## config.mk

```make
export PLATFORM = sky130hd
export DESIGN_NAME = mod107_residue_acc
export DESIGN_NICKNAME = d
export VERILOG_FILES = /design/src/rtl/mod107_pkg.sv /design/src/rtl/mod107_add.sv /design/src/rtl/mod107_residue_acc.sv
export SDC_FILE = /design/constraint.sdc
export NUM_CORES = 1
export LEC_CHECK = 0
export ABC_AREA = 0
export CAP_MARGIN = 20
export CELL_PAD_IN_SITES_DETAIL_PLACEMENT = 0
export CELL_PAD_IN_SITES_GLOBAL_PLACEMENT = 2
export CORE_MARGIN = 2
export CORE_UTILIZATION = 34
export DETAILED_ROUTE_END_ITERATION = 16
export PLACE_DENSITY = 0.94
export SLEW_MARGIN = 20
export SYNTH_ARGS = -nofsm -noshare
export SYNTH_HDL_FRONTEND = slang
export SYNTH_HIERARCHICAL = 1
export SYNTH_SLANG_ARGS = --single-unit
```

## constraint.sdc

```tcl
create_clock -name clk -period 4.4 [get_ports clk]
set_input_delay 0.44 -clock clk [delete_from_list [all_inputs] [get_ports clk]]
set_output_delay 0.44 -clock clk [all_outputs]
set_load 0.05 [all_outputs]
```

## src/rtl/mod107_pkg.sv

```systemverilog
// Shared constants and state encoding for the mod-107 residue datapath.
`default_nettype none

package mod107_pkg;

  localparam int MOD    = 107;
  localparam int RW     = 7;
  localparam int CHUNKS = 17;
  localparam int CW     = $clog2(CHUNKS);

  localparam logic [CW-1:0] LAST_IDX = CW'(CHUNKS - 1);

  typedef enum logic [0:0] {
    ACC  = 1'b0,
    DONE = 1'b1
  } state_t;

endpackage

`default_nettype wire

```

## src/rtl/mod107_add.sv

```systemverilog
// Combinational modular add: (acc + in_res) fully reduced mod 107, plus an out-of-range flag on in_res.
`default_nettype none

module mod107_add
  import mod107_pkg::*;
(
  input  logic [RW-1:0] acc,
  input  logic [RW-1:0] in_res,
  output logic [RW-1:0] sum_red,
  output logic          out_of_range
);

  localparam logic [RW:0]   ONE_MOD_W = (RW + 1)'(MOD);
  localparam logic [RW:0]   TWO_MOD_W = (RW + 1)'(2 * MOD);
  localparam logic [RW-1:0] ONE_MOD_N = RW'(MOD);
  localparam logic [RW-1:0] TWO_MOD_N = RW'(2 * MOD);

  logic [RW:0] sum;

  // Every reduced result is below 128, so subtracting in RW bits modulo 2^RW
  // yields the exact value even though 2*MOD itself does not fit in RW bits.
  always_comb begin
    sum = {1'b0, acc} + {1'b0, in_res};
    if (sum >= TWO_MOD_W) begin
      sum_red = sum[RW-1:0] - TWO_MOD_N;
    end else if (sum >= ONE_MOD_W) begin
      sum_red = sum[RW-1:0] - ONE_MOD_N;
    end else begin
      sum_red = sum[RW-1:0];
    end
    out_of_range = (in_res >= ONE_MOD_N);
  end

endmodule

`default_nettype wire

```

## src/rtl/mod107_residue_acc.sv

```systemverilog
// Accumulates 17 per-chunk residues mod 107 over valid/ready and presents the operand residue.
`default_nettype none

module mod107_residue_acc
  import mod107_pkg::*;
(
  input  logic          clk,
  input  logic          rst_n,
  input  logic          clear,
  input  logic          in_valid,
  output logic          in_ready,
  input  logic [RW-1:0] in_res,
  output logic [CW-1:0] chunk_idx,
  output logic          out_valid,
  input  logic          out_ready,
  output logic [RW-1:0] out_res,
  output logic          range_err
);

  state_t        state;
  state_t        state_nxt;
  logic [RW-1:0] acc;
  logic [RW-1:0] sum_red;
  logic          res_oor;
  logic          beat;
  logic          last_beat;
  logic          result_taken;

  mod107_add u_add (
    .acc          (acc),
    .in_res       (in_res),
    .sum_red      (sum_red),
    .out_of_range (res_oor)
  );

  // Handshake signals depend on state only, so in_ready never sees out_ready or in_valid.
  always_comb begin
    in_ready     = (state == ACC);
    out_valid    = (state == DONE);
    beat         = in_valid & in_ready;
    last_beat    = beat & (chunk_idx == LAST_IDX);
    result_taken = out_valid & out_ready;
  end

  always_comb begin
    state_nxt = state;
    if (clear) begin
      state_nxt = ACC;
    end else begin
      case (state)
        ACC:     if (last_beat)    state_nxt = DONE;
        DONE:    if (result_taken) state_nxt = ACC;
        default: state_nxt = ACC;
      endcase
    end
  end

  always_ff @(posedge clk) begin
    if (!rst_n) begin
      state <= ACC;
    end else begin
      state <= state_nxt;
    end
  end

  always_ff @(posedge clk) begin
    if (!rst_n) begin
      acc       <= '0;
      chunk_idx <= '0;
      out_res   <= '0;
      range_err <= 1'b0;
    end else if (clear) begin
      acc       <= '0;
      chunk_idx <= '0;
      range_err <= 1'b0;
    end else if (beat) begin
      acc       <= sum_red;
      range_err <= range_err | res_oor;
      if (last_beat) begin
        chunk_idx <= '0;
        out_res   <= sum_red;
      end else begin
        chunk_idx <= chunk_idx + 1'b1;
      end
    end else if (result_taken) begin
      acc       <= '0;
      range_err <= 1'b0;
    end
  end

endmodule

`default_nettype wire
```

==> metrics.md, run 1 <==
| Metric | Value |
|---|---|
| Status | `complete, no violations` |
| Reg-to-Reg Start | `acc[0]$_SDFFE_PP0P_` |
| Number of distinct library cells after synthesis | `48` |
| Sequential area share after synthesis | `26.0%` |
| Starting Density | `34.7%` |
| Post-route ant nets | `0` |
| PortBufs | `26` |
| Ys flop type | `dfxtp_1` |
| Hold slack | `0.459 ns` |
| Hold_sp | `out_res[0]$_SDFFE_PN0P_` |
| Net Sw Frac | `34.8%` |
| Endpoint class of the critical path | `flop` |
| Area leader, netlist | `dfxtp_1` |
| Max-slew headroom | `53.4%` |
| Post-CTS Repair Setup Buffers | `0` |
| Synth async-reset ratio | `0%` |
| CP peak stage delay | `0.48 ns` |
| FF+latch area | `420 µm²` |
| Count leader, synth | `nor2_1` |
| Placed insts | `266` |
| Largest net degree at the start of global routing | `16` |
| Critical Path AT | `3.63 ns` |
| Synth Net Count | `218` |
| Multi-input logic area | `1120 µm²` |
| Non-filler cells, final | `270` |
| CTS tree | `done` |
| Post-Syn Area | `1620 µm²` |
| Max Clock Skew | `0.00365 ns` |
| Die H | `73.0 µm` |
| DP HPWL | `2750 µm` |
| Synth Instances | `192` |
| Total chip power | `537 µW` |
| Peak supply drop | `0.113 mV` |
| Final wirelength | `3560 µm` |
| Inserted Clock Buffers | `3` |
| Hold Buf Count CTS | `0` |
| H-tree levels | `1` |
| Startpoint Class | `input port` |
| Seq pwr share | `37.2%` |
| Initial antenna violation count | `0` |
| Row count | `25` |
| Crit Path Max Fanout | `5` |
| Synthesis Warnings | `6` |
| Antenna Cells | `0` |
| Clock Pin Slew Worst Setup and Hold Paths | `0.07 ns` |
| Top cells by area, synth | `dfxtp_1 26%, ha_1 10%, mux2i_1 6.2%` |
| Die Wd | `73.0 µm` |
| Setup violations, final | `0` |
| Clock power share | `23.7%` |
| Fin Setup TNS | `0 ns` |
| PwrDens | `277 nW/µm²` |
| FF-to-FF path depth | `11` |
| Skew-Pair Late Insertion Delay | `0.26 ns` |
| Drt pass-1 iters | `4` |
| Wire per inst | `13.2 µm` |
| Least-Margin Pin Slew | `0.698 ns` |
| Hold Crit Depth | `2` |
| Share of cells above drive strength 1 | `7.87%` |
| #FFs+latches synth | `21` |
| Vias in the first global route | `1253` |
| CTS resizes | `0` |
| Top cells by count, synth | `25 x nor2_1, 23 x nand2_1, 21 x dfxtp_1` |
| Max-cap viol count | `0` |
| Vias/cell | `5.24` |
| Grt ovf | `0` |
| Internal | `350 µW` |
| CP max-delay cell | `fa_1` |
| Critical path, cell by cell | `clkdlybuf4s50_1 > ha_1 > fa_1 > a211oi_2 > nor4b_1 > or3b_1 > a31oi_1 > inv_1 > a211oi_1 > a31oi_1 > a22oi_1 > nor2_1` |
| Post-route DRC violation count | `0` |
| Vias post-DR | `1416` |
| Number of DRC markers in iteration 0 | `74` |
| Deepest clock path buffer count | `2` |
| CTS root buffer | `clkbuf_8` |
| Synth top area share | `26.0%` |
| Clk sink count | `21` |
| R2R Path End | `acc[1]$_SDFFE_PP0P_` |
| Die ar. | `5330 µm²` |
| Core Footprint | `4660 µm²` |
| GP Congestion | `0.805` |
| Total Nets Final | `243` |
| Req. time, crit path | `4.53 ns` |
| Number of synthesized flops with an enable pin | `0` |
| IO Pins | `27` |
| Mean post-synth cell area | `8.43 µm²` |
| Most frequent CP cell | `a31oi_1` |
| Max Clk Rate | `0.286 GHz` |
| Worst Hold Endpoint | `out_res[0]$_SDFFE_PN0P_` |
| Tmin final | `3.50 ns` |
| Syn-to-layout area delta | `20.0%` |
| CP delay by family, top | `compound AO/OA/AOI/OAI gates` |
| Final hold violations | `0` |
| Post-route clock period utilization | `79.5%` |
| Psw | `187 µW` |
| RSZ-0062 raised after global routing | `no` |
| R2R setup slack | `1.21 ns` |
| WP buf/inv | `2` |
| Fill count | `491` |
| Slew Viols, Final | `0` |
| Global-route wire length before repair | `6090 µm` |
| Static Leak | `0.000769 µW` |
| Comb pwr share | `39.0%` |
| Type of the worst min-delay path | `reg2reg` |
| Setup CP Type | `in2reg` |
| All-Layer GR Usage | `14.4%` |
-- worst register-to-register path: stages, from the launching register on --
cell and delay (ns):
dfxtp_1 0.33, ha_1 0.22, fa_1 0.48, a211oi_2 0.36, nor4b_1 0.09, or3b_1 0.45
a31oi_1 0.44, inv_1 0.11, a211oi_1 0.25, a31oi_1 0.09, a22oi_1 0.20, nor2_1 0.05
-- layer usage --
| metal | vias up | share of wire [%] | global-route usage, % |
|---|---|---|---|
| met5 | - | 0 | 0 |
| met4 | 0 | 0.17 | 1.23 |
| met3 | 2 | 3.9 | 3.87 |
| met2 | 27 | 44 | 21.5 |
| met1 | 644 | 52 | 21.6 |
| li1 | 743 | - | - |
-- worst max-delay path by stage --
stage	startpoint	to	slack, ns	depth (start not counted)
global route	in_res[0]	acc[1]$_SDFFE_PP0P_	0.65	12
floorplan	in_res[0]	acc[1]$_SDFFE_PP0P_	1.44	11
detailed placement	in_res[0]	acc[1]$_SDFFE_PP0P_	0.61	12
CTS	in_res[0]	acc[1]$_SDFFE_PP0P_	0.84	12
finish	in_res[0]	acc[1]$_SDFFE_PP0P_	0.90	12
global placement	in_res[0]	acc[1]$_SDFFE_PP0P_	0.64	12
-- metrics by stage --
step	cell area, µm²	util (%)	setup WS, ns
2_1_floorplan	1620	-	1.44
3_3_place_gp	1900	40.7	0.643
3_5_place_dp	1900	40.7	0.607
4_1_cts	1940	41.6	0.841
5_1_grt	1940	41.6	0.651
6_report	1940	41.6	0.903
-- cells in the final DEF, fill, tap and decap left out, types with 2 or more instances in the layout --
cell | netlist | final
ha_1 | 13 | 13
nor2b_1 | 2 | 2
a21o_1 | 4 | 4
xor2_1 | 2 | 2
a21oi_1 | 10 | 10
dfxtp_1 | 21 | 21
a211oi_1 | 3 | 3
o22ai_1 | 2 | 2
nor3b_1 | 2 | 2
nor2_1 | 25 | 25
clkbuf_8 | 0 | 3
or3_1 | 3 | 3
a311oi_1 | 2 | 2
o21ai_0 | 10 | 10
nand2_1 | 23 | 23
nand3b_1 | 4 | 4
a22oi_1 | 8 | 8
mux2i_1 | 10 | 10
inv_1 | 7 | 7
a31oi_1 | 2 | 2
xnor2_1 | 3 | 3
nand2b_1 | 3 | 3
nand3_1 | 4 | 4
clkdlybuf4s50_1 | 0 | 26
-- flip-flops by register name (all words and copies together), names as in the netlist --
register,flops
out_valid,1
acc,7
out_res,7
chunk_idx,5
range_err,1
-- power groups by stage --
stage	combinational [µW]	sequential, µW	clock (µW)
after floorplan	163	205	0
after global placement	210	205	0
after detailed placement	209	205	0
after CTS	211	200	131
after global routing	238	201	144
final	210	200	128
-- final cells by class --
type                       instances  area share (%)
clock buffer                       4            2.32
inverter                           7            1.35
tap                               54            3.48
multi-input combinational        158            57.8
sequential                        21            21.7
timing repair buffer              26            13.4
-- cells by family after synthesis --
family	after synthesis	share of synthesized area, %
simple gates	75	23.6
compound gates	51	22.6
flops	21	26.0
fa+ha+maj	14	11.3
buf+inv	13	4.72
mux	11	7.12
xor+xnor	7	4.72
(Power assumes the default switching activity.)
==> run 2: changes to the inputs <==
--- a/config.mk
+++ b/config.mk
@@ -10,9 +10,9 @@
 export CELL_PAD_IN_SITES_DETAIL_PLACEMENT = 0
 export CELL_PAD_IN_SITES_GLOBAL_PLACEMENT = 2
 export CORE_MARGIN = 2
-export CORE_UTILIZATION = 34
+export CORE_UTILIZATION = 31
 export DETAILED_ROUTE_END_ITERATION = 16
-export PLACE_DENSITY = 0.94
+export PLACE_DENSITY = 0.87
 export SLEW_MARGIN = 20
 export SYNTH_ARGS = -nofsm -noshare
 export SYNTH_HDL_FRONTEND = slang
==> constraint.sdc (replaced) <==
create_clock -name clk -period 3.65 [get_ports clk]
set_input_delay 0.365 -clock clk [delete_from_list [all_inputs] [get_ports clk]]
set_output_delay 0.365 -clock clk [all_outputs]
set_load 0.05 [all_outputs]
==> run 2 against run 1 <==
Global-route usage fell by 1.4 points. First-iteration DRC count rose by 11%. Clock power rose by 18%. Hold slack got worse by 0.0017 ns. Critical path type unchanged. Critical endpoint unchanged.
==> metrics.md, run 2 (same netlist as run 1, synthesis figures left out) <==
| Metric | Value |
|---|---|
| Status | `complete, no violations` |
| Clock power share | `23.3%` |
| Critical Path AT | `3.45 ns` |
| Pre-CTS setup slack | `-0.0163 ns` |
| Wire per inst | `12.2 µm` |
| Setup CP Type | `in2reg` |
| RSZ-0062 raised after global routing | `no` |
| Reg-to-Reg Start | `acc[0]$_SDFFE_PP0P_` |
| Most frequent cells in the layout | `26 x clkdlybuf4s50_1, 25 x nor2_1, 23 x nand2_1, 21 x dfxtp_1, 13 x ha_1` |
| Seq pwr share | `37.1%` |
| Drt pass-1 iters | `4` |
| Vias post-DR | `1384` |
| Final WS setup | `0.337 ns` |
| Row count | `26` |
| Number of DRC markers in iteration 0 | `82` |
| WL met1 | `1770 µm` |
| CTS resizes | `0` |
| Starting Density | `31.9%` |
| CP peak stage delay | `0.48 ns` |
| All-Layer GR Usage | `13.0%` |
| Psw | `224 µW` |
| PwrDens | `329 nW/µm²` |
| Net Sw Frac | `34.5%` |
| Final hold violations | `0` |
| Internal | `426 µW` |
| Startpoint Class | `input port` |
| Post-route clock period utilization | `90.8%` |
| Total Nets Final | `244` |
| Setup violations, final | `0` |
| Biggest regs | `acc: 7 flops, out_res: 7 flops, chunk_idx: 5 flops` |
| Post-route DRC violation count | `0` |
| Endpoint class of the critical path | `flop` |
| Inserted Clock Buffers | `3` |
| Global-route wire length before repair | `6380 µm` |
| R2R setup slack | `0.58 ns` |
| Hold Buf Count CTS | `0` |
| Post-CTS Repair Setup Buffers | `0` |
| Placed Area | `1920 µm²` |
| Top Layer Used | `met4` |
| Max-slew headroom | `51.4%` |
| Comb pwr share | `39.6%` |
| Least-Margin Pin Slew | `0.727 ns` |
| Met2 wire len | `1570 µm` |
| Max Clock Skew | `0.00464 ns` |
| Die ar. | `5810 µm²` |
| Fin Setup TNS | `0 ns` |
| Max-cap viol count | `0` |
| Initial antenna violation count | `0` |
| GP Congestion | `0.832` |
| Critical path, cell by cell | `clkdlybuf4s50_1 > ha_1 > fa_1 > a211oi_2 > nor4b_1 > or3b_1 > a31oi_2 > inv_1 > a211oi_1 > a31oi_1 > a22oi_1 > nor2_1` |
| Clock Pin Slew Worst Setup and Hold Paths | `0.07 ns` |
| Req. time, crit path | `3.78 ns` |
| PortBufs | `26` |
| Wire length on met3 | `158 µm` |
| Final Instance Area | `1970 µm²` |
| Slew Viols, Final | `0` |
| Final wirelength | `3510 µm` |
| DP HPWL | `2810 µm` |
| Deepest clock path buffer count | `2` |
| Clk sink count | `21` |
| Antenna Cells | `0` |
| Die Wd | `76.2 µm` |
| Die H | `76.2 µm` |
| Static Leak | `0.000774 µW` |
| Final Util | `38.9%` |
| R2R Path End | `acc[1]$_SDFFE_PP0P_` |
| Share of cells above drive strength 1 | `8.76%` |
| FF-to-FF path depth | `11` |
| Largest net degree at the start of global routing | `16` |
| Syn-to-layout area delta | `22.0%` |
| CTS tree | `done` |
| Post-route ant nets | `0` |
| Vias/cell | `4.82` |
| Crit Path Max Fanout | `5` |
| IO Pins | `27` |
| Hold Crit Depth | `2` |
| Skew-Pair Late Insertion Delay | `0.26 ns` |
| Core Footprint | `5070 µm²` |
| Peak supply drop | `0.193 mV` |
| Hold_sp | `out_res[0]$_SDFFE_PN0P_` |
| CTS root buffer | `clkbuf_8` |
| CP max-delay cell | `fa_1` |
| H-tree levels | `1` |
| Type of the worst min-delay path | `reg2reg` |
| Max Clk Rate | `0.302 GHz` |
| Worst Hold Endpoint | `out_res[0]$_SDFFE_PN0P_` |
| Vias in the first global route | `1358` |
| Tmin final | `3.31 ns` |
| Grt ovf | `0` |
| Most common cell after layout, fill and taps aside | `clkdlybuf4s50_1` |
## run 2: changes by cell type in the layout (fill, tap and decap cells not counted), sizes merged
cell,delta
buf,+1
## run 2: metrics by stage
stage          hold WS (ns)  power, µW  cells
4_1_cts               0.462        657    287
2_1_floorplan         0.470        444    192
6_report              0.458        650    287
3_3_place_gp          0.444        505    283
5_1_grt               0.490        709    287
3_5_place_dp          0.452        502    283
## run 2: worst max path at each step
stage,startpoint,endpoint,cells after the start
2_1_floorplan,in_res[0],acc[1]$_SDFFE_PP0P_,11
3_3_place_gp,in_res[0],acc[1]$_SDFFE_PP0P_,12
3_5_place_dp,in_res[0],acc[1]$_SDFFE_PP0P_,12
4_1_cts,in_res[0],acc[1]$_SDFFE_PP0P_,12
5_1_grt,in_res[0],acc[2]$_SDFFE_PP0P_,12
6_report,in_res[0],acc[1]$_SDFFE_PP0P_,12
## run 2: power groups by stage
stage	clock [µW]	sequential, µW	combinational [µW]
finish	151	241	257
global route	172	242	296
CTS	159	241	257
detailed placement	0	247	255
global placement	0	247	257
floorplan	0	247	197
## run 2: per-layer routing
metal | global-route usage [%] | vias to the layer above
met4 | 1.64 | 0
met3 | 3.32 | 2
met2 | 20.6 | 26
met1 | 18.3 | 615
li1 | - | 741
met5 | 0 | -
## run 2: layout make-up
class                           count  area (µm²)
Inverter                            7        26.3
Tap cell                           70        87.6
Multi-Input combinational cell    158        1130
Fill cell                         534        3100
Clock buffer                        4        45.0
Sequential cell                    21         420
Timing Repair Buffer               27         268
## run 2: worst max-delay path, delay by kind of cell
kind / cells / cell delay (ns)
AO/OA/AOI/OAI: 5 / 1.22
adder cells (fa/ha/maj): 2 / 0.73
AND/OR/NAND/NOR: 3 / 0.62
buffers and inverters: 2 / 0.52
